===== config.mk =====
export PLATFORM = sky130hd
export DESIGN_NAME = floating_point_adder
export DESIGN_NICKNAME = d
export VERILOG_FILES = /design/src/rtl/fp16_pkg.sv /design/src/rtl/fp_lzc.sv /design/src/rtl/floating_point_adder.sv
export SDC_FILE = /design/constraint.sdc
export NUM_CORES = 1
export LEC_CHECK = 0
export ABC_AREA = 0
export BUFFER_PORTS_ARGS = -buffer_cell sky130_fd_sc_hd__buf_2
export CORE_ASPECT_RATIO = 2
export CORE_UTILIZATION = 45
export DETAILED_ROUTE_END_ITERATION = 10
export PLACE_DENSITY = 0.63
export SETUP_SLACK_MARGIN = 0.1
export SLEW_MARGIN = 20
export SYNTH_ARGS = -nofsm -noshare
export SYNTH_HDL_FRONTEND = slang
export SYNTH_SLANG_ARGS = --single-unit

===== constraint.sdc =====
create_clock -name clk -period 31.7 [get_ports clk]
set_clock_uncertainty 0.05 [all_clocks]
set_input_delay 6.34 -clock clk [delete_from_list [all_inputs] [get_ports clk]]
set_output_delay 6.34 -clock clk [all_outputs]
set_load 0.02 [all_outputs]

===== src/rtl/fp16_pkg.sv =====
// Shared binary16 constants and field layout for the half-precision datapath.
package fp16_pkg;

  localparam int FP16_EXP_W = 5;
  localparam int FP16_MAN_W = 10;
  localparam int FP16_BIAS  = 15;

  localparam logic [15:0] FP16_QNAN = 16'h7E00;
  localparam logic [15:0] FP16_PINF = 16'h7C00;

  typedef struct packed {
    logic                  sign;
    logic [FP16_EXP_W-1:0] exp;
    logic [FP16_MAN_W-1:0] man;
  } fp16_t;

endpackage


===== src/rtl/fp_lzc.sv =====
// Leading-zero counter. An all-zero input reports WIDTH.
module fp_lzc #(
  parameter int WIDTH = 14,
  parameter int CNT_W = $clog2(WIDTH + 1)
) (
  input  logic [WIDTH-1:0] in_bits,
  output logic [CNT_W-1:0] count
);

  // Scan from the MSB down and keep the first set bit found.
  always_comb begin
    logic found;
    found = 1'b0;
    count = CNT_W'(WIDTH);
    for (int i = WIDTH - 1; i >= 0; i--) begin
      if (!found && in_bits[i]) begin
        count = CNT_W'(WIDTH - 1 - i);
        found = 1'b1;
      end
    end
  end

endmodule


===== src/rtl/floating_point_adder.sv =====
// Single-cycle binary16 adder: align, add/sub, normalize, round-to-nearest-even,
// special-value handling, then one output register gated by en.
module floating_point_adder
  import fp16_pkg::*;
#(
  parameter int DATA_WIDTH = 16
) (
  input  logic                  clk,
  input  logic                  reset,
  input  logic                  en,
  input  logic [DATA_WIDTH-1:0] a,
  input  logic [DATA_WIDTH-1:0] b,
  output logic [DATA_WIDTH-1:0] result
);

  fp16_t       fa, fb, fx, fy;
  logic        a_nan, b_nan, a_inf, b_inf;
  logic [10:0] sig_x, sig_y;
  logic [4:0]  ex, ey, diff;
  logic [23:0] y_wide;
  logic [12:0] y_al;
  logic        sticky;
  logic [13:0] s;
  logic [3:0]  lz;
  logic [5:0]  want, lim, shamt, e_n, e_out;
  logic [12:0] n;
  logic        sticky_n, round_up;
  logic [11:0] m;
  logic [9:0]  man_out;
  logic [15:0] sum_val;
  logic [15:0] result_d, result_q;

  assign fa = fp16_t'(a);
  assign fb = fp16_t'(b);

  // Unpack, order by magnitude, align the smaller operand and add or subtract.
  always_comb begin
    a_nan = (fa.exp == 5'h1F) && (fa.man != '0);
    b_nan = (fb.exp == 5'h1F) && (fb.man != '0);
    a_inf = (fa.exp == 5'h1F) && (fa.man == '0);
    b_inf = (fb.exp == 5'h1F) && (fb.man == '0);
    if (fb[14:0] > fa[14:0]) begin
      fx = fb;
      fy = fa;
    end else begin
      fx = fa;
      fy = fb;
    end
    sig_x  = {(fx.exp != '0), fx.man};
    sig_y  = {(fy.exp != '0), fy.man};
    ex     = (fx.exp == '0) ? 5'd1 : fx.exp;
    ey     = (fy.exp == '0) ? 5'd1 : fy.exp;
    diff   = ex - ey;
    // The 13-bit window holds significand, guard and round; the rest is sticky.
    y_wide = {sig_y, 13'b0} >> diff;
    y_al   = y_wide[23:11];
    sticky = (diff >= 5'd14) ? (|sig_y) : (|y_wide[10:0]);
    if (fx.sign == fy.sign) begin
      s = {1'b0, sig_x, 2'b00} + {1'b0, y_al};
    end else begin
      // Borrow the sticky fraction so the kept bits are the truncated difference.
      s = {1'b0, sig_x, 2'b00} - {1'b0, y_al} - {13'b0, sticky};
    end
  end

  fp_lzc #(.WIDTH(14)) u_lzc (
    .in_bits(s),
    .count  (lz)
  );

  // Normalize, round to nearest even and select special-case results.
  always_comb begin
    want     = {2'b00, lz} - 6'd1;
    lim      = {1'b0, ex} - 6'd1;
    shamt    = 6'd0;
    n        = s[12:0];
    sticky_n = sticky;
    e_n      = {1'b0, ex};
    if (s[13]) begin
      n        = s[13:1];
      sticky_n = sticky | s[0];
      e_n      = {1'b0, ex} + 6'd1;
    end else begin
      // Stop at effective exponent 1 so tiny results stay subnormal.
      shamt = (want < lim) ? want : lim;
      n     = s[12:0] << shamt;
      e_n   = {1'b0, ex} - shamt;
    end
    round_up = n[1] & (n[0] | sticky_n | n[2]);
    m        = {1'b0, n[12:2]} + {11'b0, round_up};
    if (m[11]) begin
      e_out   = e_n + 6'd1;
      man_out = m[10:1];
    end else begin
      e_out   = m[10] ? e_n : 6'd0;
      man_out = m[9:0];
    end

    if (a_nan || b_nan || (a_inf && b_inf && (fa.sign != fb.sign))) begin
      sum_val = FP16_QNAN;
    end else if (a_inf) begin
      sum_val = fa;
    end else if (b_inf) begin
      sum_val = fb;
    end else if ((s == '0) && !sticky) begin
      // Only two negative zeros give -0; every other exact zero is +0.
      sum_val = {fa.sign & fb.sign, 15'b0};
    end else if (e_out >= 6'd31) begin
      sum_val = {fx.sign, FP16_PINF[14:0]};
    end else begin
      sum_val = {fx.sign, e_out[4:0], man_out};
    end

    result_d = en ? sum_val : result_q;
  end

  // Output register; reset wins over en.
  always_ff @(posedge clk) begin
    if (reset) begin
      result_q <= '0;
    end else begin
      result_q <= result_d;
    end
  end

  assign result = result_q;

endmodule


==> results.txt, run 1 <==
----------------------------------------------------
[Clock tree]
  TritonCTS clock tree ... done
  Number of cells upsized or downsized after cts ... 0
  Clock latency reported for the late side of the worst-skew pair ... 0.25 ns
  Clock tree buffer depth ... 2
  CTS Root Buffer Type ... clkbuf_16
  H-tree levels ... 1
  Post-CTS setup repair buffer count ... 0
  Number of buffers created by CTS ... 3
  Register clock-pin slew on the reported worst setup and hold paths ... 0.05 ns
  Number of hold-repair buffers added at the cts stage ... 0
  Clk sinks ... 16

[Hold path]
  Number of stages on the worst hold path ... 2
  Startpoint of the worst hold path ... result[2]
  Worst Hold Class ... flop to flop

[Global routing]
  Pin count of the biggest net entering global routing ... 39
  Global-route wire length before repair ... 41,500 microns
  Grt total ovfl ... 0
  Overall fraction of global-route tracks in use ... 33.1%
  Initial antenna violation count ... 0
  Via count of the first global-routing pass ... 7,962

[Synth]
  Portion of synthesized cell area occupied by the leading cell type ... 12.6%
  Cell type with the highest aggregate area in the netlist ... ha_1
  Top area cells in the synthesized netlist ... ha_1, nand2_1, dfxtp_1, o21ai_0, nor2_1
  Synth Cell Area ... 6930 sq um
  FFs w/ async S/R, synth ... 0%
  Synthesis Warnings ... 0
  Post-synthesis area per instance ... 7.03 sq um
  Primary flip-flop cell chosen by synthesis mapping ... dfxtp_1
  Number of synthesized register bits ... 16
  Gate count after technology mapping ... 987
  Count of flip-flops with a built-in enable after synthesis ... 0
  Number of distinct library cells after synthesis ... 114
  Post-Syn Nets ... 1,095
  Fraction of the yosys area taken by sequential cells ... 4.62%

[Critical path]
  Flop2flop setup slack ... 30.57 ns
  CP Data Required Time ... 31.77 ns
  Worst path slowest cell ... a31oi_1
  Worst setup SP type ... input pin
  Most frequent cell on the critical path ... ha_1
  Type of destination of the critical path ... flop
  Worst reg2reg endpoint ... result[9]
  Delay contributed by the slowest stage of the critical path ... 0.89 ns
  Worst setup path startpoint ... a[14]
  End of the critical path ... result[12]
  Number of cells traversed by the worst register-to-register path ... 6
  WS Path Type ... input pin to flop
  Worst Path Arrival ... 21.60 ns
  Maximum fanout count along the critical path ... 19
  Worst r2r src ... result[9]

[STA]
  Sum of negative setup slack ... 0 ns
  Transition time at the pin with the least slew margin ... 1.24 ns
  Portion of the clock cycle consumed by the worst path in the final layout ... 67.9%
  Setup repair after global routing missed its margin ... false
  Crit path time final ... 21.52 ns
  Finish-stage setup viols ... 0
  Hold Violations, Final ... 0
  Highest achievable clock rate ... 0.0465 GHz
  Rel. slew slack ... 16.5%
  Number of pins with negative max-slew slack in the final report ... 0

[Placed design]
  Final RePlAce weighted congestion ... 1.03
  # port buffers ... 50
  DP HPWL ... 21,100 microns

[Floorplan]
  Top-level port count ... 51
  Total core area ... 14,900 sq um
  Chip Height ... 178 microns
  Die footprint ... 15,900 sq um
  Width of the die ... 89.8 microns
  Initial standard-cell utilization of the core ... 46.5%
  Row cnt ... 63

[Cells and area]
  Antenna Diode Count ... 0
  # fillers ... 1,585
  Commonest cells after routing, fill and taps aside ... nand2_1, nor2_1, ha_1, o21ai_0, inv_1
  Nets ... 1,116
  Synthesis-to-layout area growth ... 6.10%
  Most frequent standard cell in the layout excluding fill and tap cells ... nand2_1
  Fraction of layout instances using a drive strength above 1 ... 12.5%
  Largest register FFs ... 16

[Detailed routing]
  Number of remaining DRC errors ... 0
  Ratio of routed vias to standard cells ... 6.66
  Drt first-iter violations ... 590
  Antenna Nets Post-Route ... 0
  Total number of vias ... 7,996
  Iteration count of the initial detailed-routing pass ... 5
  Final wirelength ... 26,100 microns
  Wire length per cell ... 21.8 microns

[Flow run]
  Number of max-cap violations ... 0

[Run status]
  Status ... finished clean

----------------------------------------------------
-- logic make-up (layout without fill, tap and decap cells) --
logic type               Yosys count  count (layout)  share of synthesized area [%]
other                              1               1                         0.0541
buffers and inverters            104             123                           6.39
multiplexers                      52              52                           9.29
XOR/XNOR                          31              31                           3.92
AO/OA/AOI/OAI                    336             336                           34.8
AND/OR/NAND/NOR                  374             374                           27.4
adder cells (fa/ha/maj)           73              73                           13.5
flip-flops                        16              16                           4.62
-- area by class of cell --
class                   instances  area, sq um  share of cell area (%)
multi-input cells             867         6180                    84.0
flip-flops and latches         16          320                    4.35
repair buffers                 55          288                    3.91
inverters                      65          248                    3.37
well taps                     195          244                    3.32
clock buffers                   3         75.1                    1.02
-- cell usage after synthesis (13+ instances only) --
master,instances
o21ai_0,64
nand2_1,113
inv_1,61
mux2_2,14
nor3_1,26
nand4_1,19
nor2_1,80
nor4_1,13
nand3_1,32
mux2i_1,28
clkbuf_1,26
and2_1,14
ha_1,70
o21a_1,14
dfxtp_1,16
o21ai_1,16
xnor2_1,25
a21oi_1,59
a21o_1,16
a211oi_1,22
-- metrics by stage --
stage	worst slack [ns]	instance area [sq um]	std cells	hold slack (ns)	util, %
2_1_floorplan	12.71	6930	987	0.473	-
3_3_place_gp	10.07	7270	1198	0.381	48.8
3_5_place_dp	9.86	7270	1198	0.390	48.8
4_1_cts	10.07	7350	1201	0.397	49.3
5_1_grt	9.11	7360	1201	0.411	49.4
6_report	10.18	7360	1201	0.392	49.4
-- critical path: cells and delay by family --
kind,cells,cell delay (ns)
compound gates,25,7.11
simple gates,15,3.30
fa+ha+maj,9,2.53
buf+inv,6,1.31
mux,1,0.59
xor+xnor,2,0.37
-- how the worst min path moves through the flow --
stage / to
5_1_grt: result[8]
6_report: result[2]
2_1_floorplan: result[1]
4_1_cts: result[2]
3_3_place_gp: result[0]
3_5_place_dp: result[2]
-- layer usage --
layer / global-route usage, % / vias up / wire, microns
li1: - / 3793 / -
met1: 29.1 / 3685 / 8520
met2: 63.0 / 359 / 13600
met3: 5.61 / 159 / 1390
met4: 30.3 / 0 / 2610
met5: 0.962 / - / 0
Power of run 1 is left out: the tool's default activity adds up to more than one toggle a clock period on the data nets, which glitch-free logic cannot reach.
==> run 2, diff against run 1 <==
PLACE_DENSITY = 0.66   (was 0.63)
clock period = 19.5 ns   (was 31.7 ns; I/O delays follow)
==> results.txt, run 2 (synthesized netlist as in run 1, its figures left out) <==
----------------------------------------------------
[STA]
  Portion of the clock cycle consumed by the worst path in the final layout ... 92.0%
  Transition time at the pin with the least slew margin ... 0.962 ns (-0.277 ns)
  Highest achievable clock rate ... 0.0557 GHz
  Finish-stage setup viols ... 0 (unchanged)
  Final worst slack ... 1.56 ns (-8.62 ns)
  Crit path time final ... 17.94 ns
  Rel. slew slack ... 35.2% (+19 points)
  Number of pins with negative max-slew slack in the final report ... 0 (unchanged)
  Setup repair after global routing missed its margin ... false
  Worst hold slack ... 0.390 ns (-0.00216 ns)
  Sum of negative setup slack ... 0 ns (unchanged)
  Hold Violations, Final ... 0 (unchanged)

[Clock tree]
  CTS Root Buffer Type ... clkbuf_16
  Post-CTS setup repair buffer count ... 0 (unchanged)
  TritonCTS clock tree ... done
  Number of hold-repair buffers added at the cts stage ... 0 (unchanged)
  Register clock-pin slew on the reported worst setup and hold paths ... 0.05 ns (about the same)
  Number of cells upsized or downsized after cts ... 0 (unchanged)
  Number of buffers created by CTS ... 3 (unchanged)
  Clk sinks ... 16 (unchanged)
  Clock tree buffer depth ... 2 (unchanged)
  Clock latency reported for the late side of the worst-skew pair ... 0.26 ns (about the same)
  H-tree levels ... 1 (unchanged)

[Floorplan]
  Top-level port count ... 51 (unchanged)
  Chip Height ... 178 microns (unchanged)
  Width of the die ... 89.8 microns (unchanged)
  Die footprint ... 15,900 sq um (unchanged)
  Total core area ... 14,900 sq um (unchanged)
  Row cnt ... 63 (unchanged)
  Initial standard-cell utilization of the core ... 46.5% (unchanged)

[Cells and area]
  Commonest cells after routing, fill and taps aside ... nand2_1, nor2_1, ha_1, o21ai_0, inv_1
  Fraction of layout instances using a drive strength above 1 ... 13.3% (+0.76 points)
  Most frequent standard cell in the layout excluding fill and tap cells ... nand2_1
  Antenna Diode Count ... 0 (unchanged)
  Synthesis-to-layout area growth ... 7.16%
  Nets ... 1,125 (+0.81%)
  Largest register FFs ... 16 (unchanged)

[Critical path]
  Worst Path Arrival ... 18.01 ns (-3.59 ns)
  Maximum fanout count along the critical path ... 19 (unchanged)
  Number of cells traversed by the worst register-to-register path ... 6 (unchanged)
  CP Data Required Time ... 19.57 ns (-12.20 ns)
  Most frequent cell on the critical path ... ha_1
  Type of destination of the critical path ... flop
  Worst setup SP type ... input pin
  Delay contributed by the slowest stage of the critical path ... 1.05 ns (+0.16 ns)
  WS Path Type ... input pin to flop
  Worst path slowest cell ... fa_1

[Detailed routing]
  Total number of vias ... 8,088 (+1.2%)
  Drt first-iter violations ... 654 (+11%)
  Wire length per cell ... 21.5 microns (-1.4%)
  Ratio of routed vias to standard cells ... 6.68 (+0.32%)
  Final wirelength ... 26,000 microns (-0.62%)
  Antenna Nets Post-Route ... 0 (unchanged)
  Number of remaining DRC errors ... 0 (unchanged)
  Iteration count of the initial detailed-routing pass ... 6 (+1)

[Placed design]
  Setup slack after placement ... 1.59 ns (-8.27 ns)
  # port buffers ... 50 (unchanged)
  DP HPWL ... 21,000 microns (-0.53%)
  Final RePlAce weighted congestion ... 1.08 (+4.8%)

[Global routing]
  Overall fraction of global-route tracks in use ... 32.1% (-0.95 points)
  Pin count of the biggest net entering global routing ... 32 (-18%)
  Grt total ovfl ... 0 (unchanged)
  Via count of the first global-routing pass ... 7,762 (-2.5%)
  Initial antenna violation count ... 0 (unchanged)
  Global-route wire length before repair ... 40,100 microns (-3.2%)

[Hold path]
  Worst Hold Class ... flop to flop
  Number of stages on the worst hold path ... 2 (unchanged)

[Run status]
  Status ... finished clean

[Flow run]
  Number of max-cap violations ... 0 (unchanged)

----------------------------------------------------
[run 2: worst paths after layout]
kind,startpoint,endpoint,slack (ns)
max,a[14],result[8],1.56
min,result[4],result[4],0.39
max reg2reg,result[9],result[9],18.43
min reg2reg,result[4],result[4],0.39
[run 2: through the flow]
stage          instances  utilization (%)  area [sq um]
5_1_grt             1211             49.9          7430
4_1_cts             1211             49.9          7430
3_3_place_gp        1207             49.3          7340
2_1_floorplan        987                -          6930
3_5_place_dp        1207             49.3          7340
6_report            1211             49.9          7430
[run 2: critical path, delay by kind of cell]
kind            cells  cell delay, ns
compound gates     30            7.88
buf+inv             6            0.59
mux                 1            0.15
fa+ha+maj           8            2.67
simple gates       11            2.80
[run 2: area by class of cell]
| cell class | instances | area, sq um |
|---|---|---|
| timing repair buffer | 64 | 355 |
| sequential | 16 | 320 |
| clock buffer | 4 | 88.8 |
| fill | 1515 | 7470 |
| tap | 195 | 244 |
| inverter | 65 | 248 |
| multi-input combinational | 867 | 6170 |
[run 2: routing by layer]
layer / routed length [microns] / global-route usage [%] / part of all wire, % / vias to the layer above
met5: 0 / 0 / 0 / -
met4: 2530 / 28.8 / 9.7 / 0
met3: 1260 / 2.78 / 4.8 / 139
met2: 13700 / 62.4 / 53 / 366
met1: 8540 / 29.2 / 33 / 3771
li1: - / - / - / 3812
Power of run 2 is left out for the same reason.
==> run 3, diff against run 2 <==
SYNTH_HIERARCHICAL = 1   (was default)
==> results.txt, run 3 <==
----------------------------------------------------
[Critical path]
  Worst path slowest cell ... or4b_2
  CP Data Required Time ... 19.61 ns (+0.04 ns)
  Type of destination of the critical path ... flop
  Delay contributed by the slowest stage of the critical path ... 0.58 ns (-0.47 ns)
  Number of cells traversed by the worst register-to-register path ... 4 (-2)
  Maximum fanout count along the critical path ... 13 (-6)
  Worst Path Arrival ... 18.50 ns (+0.49 ns)
  Most frequent cell on the critical path ... ha_1
  WS Path Type ... input pin to flop
  Worst setup SP type ... input pin

[STA]
  Finish-stage setup viols ... 0 (unchanged)
  Number of pins with negative max-slew slack in the final report ... 0 (unchanged)
  Crit path time final ... 18.38 ns (+0.439 ns)
  Final worst slack ... 1.12 ns (-0.439 ns)
  Transition time at the pin with the least slew margin ... 0.997 ns (+0.0354 ns)
  Setup repair after global routing missed its margin ... false
  Sum of negative setup slack ... 0 ns (unchanged)
  Highest achievable clock rate ... 0.0544 GHz (-2.4%)
  Portion of the clock cycle consumed by the worst path in the final layout ... 94.3% (+2.3 points)
  Rel. slew slack ... 33.5% (-1.7 points)
  Hold Violations, Final ... 0 (unchanged)

[Cells and area]
  Finished layout cell area ... 7160 sq um (-3.7%)
  Most frequent standard cell in the layout excluding fill and tap cells ... nand2_1
  Synthesis-to-layout area growth ... 10.2%
  Commonest cells after routing, fill and taps aside ... nand2_1, nor2_1, inv_1, a21oi_1, ha_1
  Largest register FFs ... 16 (unchanged)
  Post-layout instance count excluding filler cells ... 1,192 (-1.6%)
  Antenna Diode Count ... 0 (unchanged)
  Fraction of layout instances using a drive strength above 1 ... 13.2% (-0.13 points)
  Nets ... 1,113 (-1.1%)

[Floorplan]
  Chip Height ... 172 microns (-3.2%)
  Row cnt ... 61 (-3.2%)
  Initial standard-cell utilization of the core ... 46.5% (about the same)
  Die footprint ... 14,900 sq um (-6.2%)
  Total core area ... 14,000 sq um (-6.2%)
  Top-level port count ... 51 (unchanged)
  Width of the die ... 87.0 microns (-3.1%)

[Synth]
  Number of synthesized register bits ... 16 (unchanged)
  Portion of netlist area occupied by mux cells ... 7.92% (-1.4 points)
  Post-synthesis share of cell area spent on xor and xnor gates ... 4.99% (+1.1 points)
  Number of distinct library cells after synthesis ... 95 (-17%)
  Post-synthesis area per instance ... 6.79 sq um (-3.3%)
  FFs w/ async S/R, synth ... 0% (unchanged)
  Most used standard cells in the synthesized netlist ... nand2_1, nor2_1, inv_1
  Synth Cell Area ... 6490 sq um (-6.3%)
  Top area cells in the synthesized netlist ... ha_1, nand2_1, a21oi_1, nor2_1, dfxtp_1
  Main combinational cell family by area after synthesis ... compound AO/OA/AOI/OAI gates
  Gate count after technology mapping ... 956 (-3.1%)
  Post-Syn Nets ... 1,064 (-2.8%)
  Fraction of the yosys area taken by sequential cells ... 4.93% (+0.31 points)
  Primary flip-flop cell chosen by synthesis mapping ... dfxtp_1
  Compound-gate portion of the synthesized area ... 32.9% (-1.9 points)
  Synthesis Warnings ... 6 (+6)
  Fraction of the mapped netlist area in simple logic gates ... 27.6% (+0.14 points)
  Portion of synthesized cell area occupied by the leading cell type ... 13.5% (+0.85 points)
  Most repeated cell in the gate-level netlist after synthesis ... nand2_1
  Fraction of the mapped netlist area in adder cells ... 14.4% (+0.91 points)
  Cell type with the highest aggregate area in the netlist ... ha_1
  Count of flip-flops with a built-in enable after synthesis ... 0 (unchanged)

[Clock tree]
  CTS Root Buffer Type ... clkbuf_16
  Clk sinks ... 16 (unchanged)
  TritonCTS clock tree ... done
  Clock tree buffer depth ... 2 (unchanged)
  Post-CTS setup repair buffer count ... 0 (unchanged)
  Register clock-pin slew on the reported worst setup and hold paths ... 0.05 ns (about the same)
  Number of buffers created by CTS ... 3 (unchanged)
  Clock latency reported for the late side of the worst-skew pair ... 0.25 ns (about the same)
  H-tree levels ... 1 (unchanged)

[Detailed routing]
  Drt first-iter violations ... 497 (-24%)
  Total number of vias ... 7,769 (-3.9%)
  Number of remaining DRC errors ... 0 (unchanged)
  Final wirelength ... 25,500 microns (-2.0%)
  Wire length per cell ... 21.4 microns (-0.44%)
  Antenna Nets Post-Route ... 0 (unchanged)
  Ratio of routed vias to standard cells ... 6.52 (-2.4%)
  Iteration count of the initial detailed-routing pass ... 5 (-1)

[Global routing]
  Overall fraction of global-route tracks in use ... 34.9% (+2.8 points)
  Via count of the first global-routing pass ... 7,726 (-0.46%)
  Grt total ovfl ... 0 (unchanged)
  Initial antenna violation count ... 0 (unchanged)
  Global-route wire length before repair ... 39,900 microns (-0.60%)
  Pin count of the biggest net entering global routing ... 30 (-6.3%)

[Run status]
  Status ... finished clean

[Placed design]
  Post-detailed-placement cell area ... 7050 sq um (-4.0%)
  Number of cells in the design after placement ... 1,189 (-1.5%)
  Final RePlAce weighted congestion ... 1.07 (-0.81%)
  # port buffers ... 50 (unchanged)
  DP HPWL ... 20,700 microns (-1.5%)
  Setup slack after placement ... 0.534 ns (-1.06 ns)

[Hold path]
  Number of stages on the worst hold path ... 2 (unchanged)
  Worst Hold Class ... flop to flop

[Flow run]
  Number of max-cap violations ... 0 (unchanged)

----------------------------------------------------
-- run 3: critical path, delay by kind of cell --
kind | cells | cell delay (ns)
buf+inv | 7 | 0.90
compound gates | 16 | 3.86
fa+ha+maj | 10 | 3.11
xor+xnor | 3 | 0.74
simple gates | 21 | 5.37
mux | 2 | 0.60
-- run 3: routing by layer --
| layer | global-route usage (%) | share of wire (%) |
|---|---|---|
| met5 | 0 | 0 |
| met4 | 30.2 | 9.7 |
| met3 | 4.20 | 4.4 |
| met2 | 66.9 | 53 |
| met1 | 31.1 | 33 |
-- run 3: kinds of logic (layout without fill, tap and decap cells) --
| group | Yosys count | count (layout) |
|---|---|---|
| fa+ha+maj | 73 | 73 |
| xor+xnor | 37 | 37 |
| mux | 45 | 45 |
| flops | 16 | 16 |
| buf+inv | 117 | 164 |
| compound gates | 300 | 300 |
| other cells | 1 | 1 |
| simple gates | 367 | 367 |
-- run 3: worst paths after layout --
kind                   from         end  slack (ns)
setup / recovery      a[14]  result[14]        1.12
hold / removal    result[7]   result[7]        0.39
setup reg to reg  result[9]   result[9]       18.50
hold reg to reg   result[7]   result[7]        0.39
-- run 3: repair_timing --
action,4_1_cts,5_1_grt
hold buffers,0,0
endpoints found under the setup margin,0,15
resized for setup,0,5
-- run 3: cell type report --
cell class,count,area [sq um]
repair buffers,77,465
fillers,1484,6810
multi-input cells,823,5740
flip-flops and latches,16,320
well taps,189,236
clock buffers,3,75.1
inverters,84,315
-- run 3: through the flow --
step                hold slack (ns)  util, %
detailed placement            0.381     50.5
global route                  0.422     51.2
CTS                           0.395     51.0
floorplan                     0.480        -
global placement              0.377     50.5
finish                        0.391     51.2
Power of run 3 is left out for the same reason.
